[config.mk]
export PLATFORM = sky130hd
export DESIGN_NAME = counter_sequencer
export DESIGN_NICKNAME = d
export VERILOG_FILES = /design/src/rtl/counter_sequencer.sv
export SDC_FILE = /design/constraint.sdc
export NUM_CORES = 1
export LEC_CHECK = 0
export CAP_MARGIN = 20
export CORE_MARGIN = 2
export CORE_UTILIZATION = 40
export CTS_CLUSTER_SIZE = 24
export DETAILED_ROUTE_END_ITERATION = 16
export GPL_TIMING_DRIVEN = 1
export PLACE_DENSITY = 0.65
export SYNTH_ARGS = -nofsm -noshare
export SYNTH_HDL_FRONTEND = slang
export SYNTH_SLANG_ARGS = --single-unit
[constraint.sdc]
create_clock -name clk_i -period 4 [get_ports clk_i]
set_clock_uncertainty 0.1 [all_clocks]
set_input_delay 1 -clock clk_i [delete_from_list [all_inputs] [get_ports clk_i]]
set_output_delay 1 -clock clk_i [all_outputs]
set_load 0.02 [all_outputs]
[src/rtl/counter_sequencer.sv]
// Command-side sequencer for parameterized_counter: drives load / count-up / count-down
// phases and checks the returned count against an internally tracked expected value.
module counter_sequencer #(
    parameter int WIDTH = 8,
    parameter int CYC_W = 8
) (
    input  logic             clk_i,
    input  logic             rst_ni,
    input  logic             start_i,
    input  logic             abort_i,
    input  logic [WIDTH-1:0] init_val_i,
    input  logic [CYC_W-1:0] up_cycles_i,
    input  logic [CYC_W-1:0] down_cycles_i,
    input  logic [WIDTH-1:0] count_in_i,
    output logic             ctr_reset_o,
    output logic             ctr_up_o,
    output logic             ctr_down_o,
    output logic [WIDTH-1:0] ctr_init_val_o,
    output logic [WIDTH-1:0] exp_count_o,
    output logic             busy_o,
    output logic             done_o,
    output logic             error_o
);

    typedef enum logic [2:0] {IDLE, LOAD, UP, DOWN, FIN} state_e;

    state_e           state_q, state_d;
    logic [CYC_W-1:0] cnt_q, cnt_d;
    logic [CYC_W-1:0] up_q, up_d;
    logic [CYC_W-1:0] down_q, down_d;
    logic [WIDTH-1:0] init_q, init_d;
    logic [WIDTH-1:0] exp_q, exp_d;
    logic             error_q, error_d;
    logic             ctr_reset_q, ctr_reset_d;
    logic             ctr_up_q, ctr_up_d;
    logic             ctr_down_q, ctr_down_d;
    logic             busy_q, busy_d;
    logic             done_q, done_d;

    always_ff @(posedge clk_i or negedge rst_ni) begin
        if (!rst_ni) begin
            state_q     <= IDLE;
            cnt_q       <= '0;
            up_q        <= '0;
            down_q      <= '0;
            init_q      <= '0;
            exp_q       <= '0;
            error_q     <= 1'b0;
            ctr_reset_q <= 1'b0;
            ctr_up_q    <= 1'b0;
            ctr_down_q  <= 1'b0;
            busy_q      <= 1'b0;
            done_q      <= 1'b0;
        end else begin
            state_q     <= state_d;
            cnt_q       <= cnt_d;
            up_q        <= up_d;
            down_q      <= down_d;
            init_q      <= init_d;
            exp_q       <= exp_d;
            error_q     <= error_d;
            ctr_reset_q <= ctr_reset_d;
            ctr_up_q    <= ctr_up_d;
            ctr_down_q  <= ctr_down_d;
            busy_q      <= busy_d;
            done_q      <= done_d;
        end
    end

    // cnt_q holds the cycles remaining in the current UP/DOWN phase, including this one.
    always_comb begin
        state_d = state_q;
        cnt_d   = cnt_q;
        case (state_q)
            IDLE: begin
                if (start_i && !abort_i) state_d = LOAD;
            end
            LOAD: begin
                if (up_q != '0) begin
                    state_d = UP;
                    cnt_d   = up_q;
                end else if (down_q != '0) begin
                    state_d = DOWN;
                    cnt_d   = down_q;
                end else begin
                    state_d = FIN;
                end
            end
            UP: begin
                if (cnt_q == CYC_W'(1)) begin
                    if (down_q != '0) begin
                        state_d = DOWN;
                        cnt_d   = down_q;
                    end else begin
                        state_d = FIN;
                    end
                end else begin
                    cnt_d = cnt_q - CYC_W'(1);
                end
            end
            DOWN: begin
                if (cnt_q == CYC_W'(1)) state_d = FIN;
                else                    cnt_d   = cnt_q - CYC_W'(1);
            end
            FIN:     state_d = IDLE;
            default: state_d = IDLE;
        endcase
        if (abort_i && state_q != IDLE) state_d = IDLE;
    end

    // Drives are registered from the next state so they line up with the state they belong to.
    always_comb begin
        ctr_reset_d = (state_d == LOAD);
        ctr_up_d    = (state_d == UP);
        ctr_down_d  = (state_d == DOWN);
        done_d      = (state_d == FIN);
        busy_d      = (state_d != IDLE);
    end

    // Expected count follows the current phase even on an aborting edge.
    always_comb begin
        init_d  = init_q;
        up_d    = up_q;
        down_d  = down_q;
        exp_d   = exp_q;
        error_d = error_q;
        if (state_q == IDLE && state_d == LOAD) begin
            init_d  = init_val_i;
            up_d    = up_cycles_i;
            down_d  = down_cycles_i;
            error_d = 1'b0;
        end
        case (state_q)
            LOAD:    exp_d = init_q;
            UP:      exp_d = exp_q + WIDTH'(1);
            DOWN:    exp_d = exp_q - WIDTH'(1);
            default: exp_d = exp_q;
        endcase
        if ((state_q == UP || state_q == DOWN || state_q == FIN) && count_in_i != exp_q)
            error_d = 1'b1;
    end

    assign ctr_reset_o    = ctr_reset_q;
    assign ctr_up_o       = ctr_up_q;
    assign ctr_down_o     = ctr_down_q;
    assign ctr_init_val_o = init_q;
    assign exp_count_o    = exp_q;
    assign busy_o         = busy_q;
    assign done_o         = done_q;
    assign error_o        = error_q;

endmodule
Yosys cells after proc, flatten, opt, wreduce, memory -nomap -nowiden
Cells that the tools add are included.
{"block": "word_totals", "output_inout_bits": 22, "input_bits": 36, "word_cells": 56, "regBits": 49}
{"block": "op_classes", "mux": 15, "addsub": 3, "eq_ne": 11, "n_reduce_logical": 15}
{"op": "8-bit one-hot mux with 3 select lines", "count": 2}
{"op": "8-bit two-way mux", "count": 4}
{"op": "3-bit two-way mux", "count": 6}
{"op": "8-bit nonzero test", "count": 2}
{"op": "8-bit by 1-bit subtractor with 8-bit output, second input constant", "count": 2}
{"op": "3-bit by 2-bit == test with 1-bit output, second input constant", "count": 4}
{"op": "3-bit one-hot mux with 4 select lines", "count": 1}
{"op": "3-bit nonzero test", "count": 3}
{"op": "8-bit by 1-bit adder with 8-bit output, second input constant", "count": 1}
{"op": "8-bit by 1-bit == test with 1-bit output, second input constant", "count": 1}
{"op": "8-bit inequality test", "count": 1}
{"op": "3-bit by 1-bit == test with 1-bit output, second input constant", "count": 2}
{"op": "3-bit == test, second input constant", "count": 2}
{"op": "1-bit logical AND", "count": 4}
{"op": "3-bit logical NOT", "count": 1}
{"op": "1-bit logical OR", "count": 2}
{"op": "1-bit two-way mux", "count": 2}
{"op": "2-bit inequality test, second input constant", "count": 1}
{"op": "2-bit AND reduction", "count": 1}
{"op": "2-bit nonzero test", "count": 1}
{"op": "1-bit logical NOT", "count": 1}

Longest topological paths before layout
Gate-level depths: netlist of run 1.
{"block": "depth", "ltp_word": 9, "ltp_mapped": 11, "depth_no_buf": 10}

Worst setup path after synthesis of run 1
OpenSTA, ideal clock, no wires.
{"block": "synth_path", "path_kind": "flip-flop to flip-flop", "start": "register state_q[0]", "end": "register exp_q[6] (netlist: exp_count_o[6])", "path_buffers": 2, "t_required_ps": 3760, "setup_time_ps": 140, "path_slack_ps": 1536, "synth_period_minus_slack_ps": 2464, "path_stages_with_launch": 12, "arrival_ps": 2224, "cell_sequence": "dfrtp_1 clkbuf_1 clkbuf_1 nand2_1 inv_1 ha_1 nor2b_1 o21ai_0 nand2b_1 a311oi_1 xor2_1 a21oi_1"}
{"block": "synth_between", "elab_chain_len": 2, "word_cells_on_any_way": 5, "classes_between": "3 x eq/ne; 1 x mux; 1 x reduce/logical"}
{"item": "start, declared", "line_no": "27", "source": "state_e state_q, state_d;"}
{"item": "start signal, assigned", "line_no": "55", "source": "state_q <= state_d;"}
{"item": "3-bit by 2-bit == test with 1-bit output or 3-bit by 1-bit == test with 1-bit output (tied branches)", "line_no": "133", "source": "case (state_q)"}
{"item": "8-bit one-hot mux with 3 select lines or 3-bit nonzero test (tied branches)"}
{"item": "end signal, assigned", "line_no": "60", "source": "exp_q <= exp_d;"}
{"item": "end, declared", "line_no": "32", "source": "logic [WIDTH-1:0] exp_q, exp_d;"}
Parallel ways exist; a longest one is shown, timed or not.
A chain may end at the register's enable or synchronous reset.

Final worst setup path of run 1
{"block": "layout_path", "start": "register state_q[2]", "end": "register exp_q[7] (netlist: exp_count_o[7])"}
The elaborated chain is that of the path after synthesis.

==> results of run 1 <==
[metrics by stage]
step | power (W) | hold slack (ps) | instances | worst slack (ps)
after global placement | 0.00230 | 415 | 385 | 1280
final | 0.00268 | 441 | 394 | 1250
after detailed placement | 0.00233 | 428 | 385 | 1270
after global routing | 0.00289 | 465 | 394 | 954
after CTS | 0.00270 | 446 | 393 | 1260
after floorplan | 0.00186 | 390 | 256 | 1540
[area by class of cell]
cell class	count	share of cell area, %
clock buffers	7	2.48
clock inverters	1	0.862
inverters	11	1.19
multi-input cells	187	39.8
flip-flops and latches	49	35.2
well taps	77	2.77
repair buffers	62	17.7
[report_power, final]
part           total, W  leakage, nW  internal, W  switching [W]
logic           0.00133        0.795     0.000674       0.000660
registers      0.000980        0.591     0.000727       0.000253
clock network  0.000366       0.0585     0.000204       0.000162
[metal layers]
layer / track usage, % / vias up
met5: 0 / -
met4: 5.11 / 0
met1: 26.5 / 1040
met3: 2.86 / 6
met2: 26.4 / 49
li1: - / 1056
[worst paths after layout]
path | from | to | slack (ps) | cells past startpoint
worst min-delay path | ctr_init_val_o[3]$_DFFE_PN0P_ | ctr_init_val_o[3]$_DFFE_PN0P_ | 440 | 1
max in group asynchronous | rst_ni | ctr_init_val_o[3]$_DFFE_PN0P_ | 2720 | 2
worst max register to register | state_q[2]$_DFF_PN0_ | exp_count_o[7]$_DFFE_PN0P_ | 1250 | 12
worst max-delay path | state_q[2]$_DFF_PN0_ | exp_count_o[7]$_DFFE_PN0P_ | 1250 | 12
min in group asynchronous | rst_ni | up_q[5]$_DFFE_PN0P_ | 550 | 1
worst min register to register | ctr_init_val_o[3]$_DFFE_PN0P_ | ctr_init_val_o[3]$_DFFE_PN0P_ | 440 | 1
[registers in the layout (all words and copies together), names as in the netlist, 3 cells and up]
name and count:
exp_count_o 8, up_q 8, cnt_q 8, ctr_init_val_o 8, state_q 3, down_q 8
[cell usage in the layout (no fill, tap or decap), drive strengths merged, types with 3 or more instances in the layout]
cell,count
clkbuf,7
a21oi,12
nor3,5
inv,11
nand3,5
nor4,6
dfrtp,49
nor2b,5
nor2,19
xnor2,15
nor3b,3
buf,6
clkdlybuf4s50,56
ha,8
nand4,4
a31oi,3
a222oi,7
nand2,18
mux2,24
nand2b,3
o21ai,20
[cells by family (layout without fill, tap and decap cells)]
logic type / after synthesis / in the layout / share of synthesized area [%]
AO/OA/AOI/OAI: 60 / 60 / 14.9
XOR/XNOR: 16 / 16 / 5.17
adder cells (fa/ha/maj): 9 / 9 / 4.43
buffers and inverters: 20 / 81 / 3.83
flip-flops: 49 / 49 / 45.3
multiplexers: 26 / 26 / 10.9
AND/OR/NAND/NOR: 76 / 76 / 15.6
==> impl_metrics.yaml, run 1 <==
finish:
  fin_util_pct: 53.9
  final_nets: 361
  stdcell_area_sq_um: 3480
  seq_area_sq_um: 1230
  antenna_cells: 0
  fillers: 590
  multiInputGateArea_sq_um: 1390
  drive_gt1_share_pct: 14.5
  area_growth_pct: 28.6
min_path:
  hp-class: "flop to flop"
timing:
  tns_ps: 0
  min_period_ps: 2750
  finalSetupViolations: 0
  worstMarginPinSlew_ps: 704
  worst_slew_margin_rel_pct: 52.8
  finalCritPeriodShare_pct: 68.8
  fmax_mhz: 363
  hold_violations: 0
  rsz0062_at_grt: "false"
  drv_slew: 0
logic_synthesis:
  yosys.area.top_type: "dfrtp_1"
  async_flop_share_pct: 100
  synthTopCellsByCount: "49 x dfrtp_1, 23 x mux2_2, 19 x nor2_1, 18 x nand2_1"
  yosys_register_bits: 49
  synth_ff_type: "dfrtp_1"
  synth_area_leaders: "dfrtp_1 45%, mux2_2 9.6%, xnor2_1 4.8%"
  synth_top_area_share_pct: 45.3
  synth-warning-count: 0
  synth_edf_count: 0
  syn-instance-count: 256
  netlist_area_sq_um: 2710
  ys_seq_area_share_pct: 45.3
  syn_nets: 301
  yosysUniqueCellTypes: 50
  avgSynthCellArea_sq_um: 10.6
  yosysMostFrequentCell: "dfrtp_1"
setup_path:
  worst-path-buf-inv: 3
  crit_family: "compound AO/OA/AOI/OAI gates"
  worstPathArrival_ps: 2840
  crit_type: "flop to flop"
  max_stage_delay_ps: 460
  start_kind: "flop"
  worstPathCellList: "buf_4, nor2b_1, buf_4, nand2_1, inv_1, ha_1, a21oi_1, o211ai_1, o41ai_1, nor4_1, nor2_1, nand3_1"
  endpoint_kind: "flop"
  crit_path_max_fanout: 14
  crit_path_top_delay_cell: "o41ai_1"
  cpMostUsedCell: "buf_4"
  cp.required_ps: 4090
clocking:
  cts_root_buf: "clkbuf_8"
  clock_path_buffers: 2
  postCtsResizedCells: 0
  worstSkewPairLatency_ps: 300
  ctsHoldBuffers: 0
  clk_pin_slew_ps: 90
  cts_max_level: 2
  cts_num_sinks: 49
  cts_tree: "built"
  cts_buffers: 5
  post_cts_buffers: 0
detailed_routing:
  drc: 0
  firstDrtPassIters: 4
  dr_wl_met3_um: 257
  wl_um: 6140
  ant_nets: 0
  highest_layer: "met4"
  wl_per_cell_um: 15.6
  via_count: 2151
  met1Wirelength_um: 3050
  drtIter0Drc: 183
  viasPerCell: 5.46
  route.met2.wl_um: 2760
die:
  dieArea_sq_um: 7450
  dieHeight_um: 86.3
  row_count: 29
  fp.dieW_um: 86.3
  pin_count: 58
  core_sq_um: 6460
  start_util_pct: 41.9
job:
  cap_viol_max_count: 0
placed_design:
  place_area_sq_um: 3350
  dp_hpwl_um: 4510
  gp_congestion: 0.899
  io_buffers: 57
pwr:
  power_density_nw_per_um2: 770
  p_leak_nw: 1.44
  ir_drop_mv: 0.314
grt:
  antenna_found_initial: 0
  grt_first_pass_wirelength_um: 10300
  track_usage_pct: 17.7
  grt_max_degree: 50
  grt_pass1_vias: 2045
  grt_overflow: 0
outcome:
  status: "completed"
Note: power is estimated with default switching activity, not from simulation.
==> run 2: changes to the inputs <==
--- a/config.mk
+++ b/config.mk
@@ -11,7 +11,7 @@
 export CTS_CLUSTER_SIZE = 24
 export DETAILED_ROUTE_END_ITERATION = 16
 export GPL_TIMING_DRIVEN = 1
-export PLACE_DENSITY = 0.65
+export PLACE_DENSITY = 0.68
 export SYNTH_ARGS = -nofsm -noshare
 export SYNTH_HDL_FRONTEND = slang
 export SYNTH_SLANG_ARGS = --single-unit
==> constraint.sdc (replaced) <==
create_clock -name clk_i -period 2.3 [get_ports clk_i]
set_clock_uncertainty 0.1 [all_clocks]
set_input_delay 0.575 -clock clk_i [delete_from_list [all_inputs] [get_ports clk_i]]
set_output_delay 0.575 -clock clk_i [all_outputs]
set_load 0.02 [all_outputs]
==> run 2 against run 1 <==
Against the previous run: via count increased by 2.4%; worst hold slack got worse by 290 ps; critical path depth decreased by 3; maximum frequency increased by 29%; utilization increased by 1.4 points; die area unchanged; sequential share of layout area decreased by 0.89 points; worst setup slack got worse by 1100 ps; global-route usage increased by 0.82 points; cell area increased by 2.6%; wire length increased by 2.6%; cell count increased by 2.3%; critical path type unchanged.
==> impl_metrics.yaml, run 2 (synthesis results as in run 1) <==
outcome:
  status: "completed"
setup_path:
  rrSetupSlack_ps: 160
  crit_path_top_delay_cell: "dfrtp_1"
  crit_path_max_fanout: 5
  endpoint_kind: "flop"
  reg2reg_from: "state_q[1]$_DFF_PN0_"
  worstPathCellList: "nor2b_4, nand2_1, inv_2, ha_1, nand3_1, o211ai_1, nor2_1, xnor2_1, a221o_1"
  cp.required_ps: 2400
  worstPathArrival_ps: 2240
  reg2reg_to: "exp_count_o[5]$_DFFE_PN0P_"
  crit_type: "flop to flop"
  start_kind: "flop"
  max_stage_delay_ps: 390
  r2r_cells: 9
finish:
  antenna_cells: 0
  multiInputGateArea_sq_um: 1420
  area_growth_pct: 31.9
  final_common_cell: "clkdlybuf4s50_1"
  final_cell_mix: "56 x clkdlybuf4s50_1, 49 x dfrtp_1, 23 x mux2_2"
  seq_area_sq_um: 1230
  drive_gt1_share_pct: 19.0
  final_nets: 370
  fillers: 593
clocking:
  clock_path_buffers: 2
  cts_num_sinks: 49
  postCtsResizedCells: 0
  cts_buffers: 5
  clk_pin_slew_ps: 100
  post_cts_buffers: 0
  cts_tree: "built"
  cts_max_level: 2
  ctsHoldBuffers: 0
  worstSkewPairLatency_ps: 310
  cts_root_buf: "clkbuf_8"
placed_design:
  dpl_worst_slack_ps: 62.1
  gp_congestion: 0.898
  dp_hpwl_um: 4740
  io_buffers: 57
die:
  core_sq_um: 6460
  start_util_pct: 41.9
  dieArea_sq_um: 7450
  row_count: 29
  dieHeight_um: 86.3
  pin_count: 58
  fp.dieW_um: 86.3
detailed_routing:
  via_count: 2203
  route.met2.wl_um: 2930
  highest_layer: "met4"
  met1Wirelength_um: 3010
  viasPerCell: 5.47
  wl_per_cell_um: 15.6
  drc: 0
  wl_um: 6310
  drtIter0Drc: 134
  firstDrtPassIters: 6
  dr_wl_met3_um: 303
  ant_nets: 0
timing:
  finalSetupViolations: 0
  layout_setup_ws_ps: 162
  tns_ps: 0
  hold_violations: 0
  fmax_mhz: 468
  fin_hold_ws_ps: 153
  drv_slew: 0
  worst_slew_margin_rel_pct: 61.8
  finalCritPeriodShare_pct: 93.0
  worstMarginPinSlew_ps: 573
  rsz0062_at_grt: "false"
  min_period_ps: 2140
job:
  cap_viol_max_count: 0
pwr:
  ir_drop_mv: 0.619
  p_leak_nw: 1.49
  power_density_nw_per_um2: 1320
min_path:
  hp-class: "input pin to asynchronous set/reset pin"
grt:
  grt_first_pass_wirelength_um: 10900
  grt_pass1_vias: 2238
  grt_max_degree: 29
  antenna_found_initial: 0
  track_usage_pct: 18.5
  grt_overflow: 0
-- run 2: metrics by stage --
stage / cells / total power (W) / utilization [%] / area, sq um
after floorplan: 256 / 0.00325 / - / 2720
after global placement: 395 / 0.00414 / 53.5 / 3450
after detailed placement: 395 / 0.00418 / 53.5 / 3450
after CTS: 403 / 0.00473 / 54.9 / 3550
after global routing: 403 / 0.00511 / 55.3 / 3570
final: 403 / 0.00473 / 55.3 / 3570
-- run 2: final cells by class --
class / count / share of cell area (%)
Clock buffer: 5 / 1.93
Clock inverter: 3 / 0.700
Inverter: 11 / 1.16
Multi-Input combinational cell: 187 / 39.7
Sequential cell: 49 / 34.3
Tap cell: 77 / 2.70
Timing Repair Buffer: 71 / 19.5
-- run 2: metal layers --
| layer | GRT usage [%] | up-vias |
|---|---|---|
| li1 | - | 1076 |
| met1 | 26.5 | 1055 |
| met2 | 29.5 | 68 |
| met3 | 3.05 | 4 |
| met4 | 4.26 | 0 |
| met5 | 0 | - |
-- run 2: critical path, delay by kind of cell (launching register included) --
family | cells | cell delay [ps]
compound gates | 2 | 540
buf+inv | 1 | 80
flops | 1 | 390
simple gates | 4 | 410
fa+ha+maj | 1 | 380
xor+xnor | 1 | 130
-- run 2: power breakdown --
group	switching (W)	internal (W)	total, W
clock network	0.000309	0.000222	0.000532
registers	0.000409	0.00126	0.00167
logic	0.00124	0.00128	0.00253
total	0.00196	0.00277	0.00473
-- run 2: worst max-delay path by stage --
stage | to | startpoint | slack (ps)
floorplan | exp_count_o[6]$_DFFE_PN0P_ | state_q[0]$_DFF_PN0_ | 30
global route | exp_count_o[7]$_DFFE_PN0P_ | state_q[1]$_DFF_PN0_ | 20
detailed placement | exp_count_o[7]$_DFFE_PN0P_ | state_q[2]$_DFF_PN0_ | 60
global placement | busy_o$_DFF_PN0_ | abort_i | 110
CTS | exp_count_o[7]$_DFFE_PN0P_ | state_q[2]$_DFF_PN0_ | 50
finish | exp_count_o[5]$_DFFE_PN0P_ | state_q[1]$_DFF_PN0_ | 160
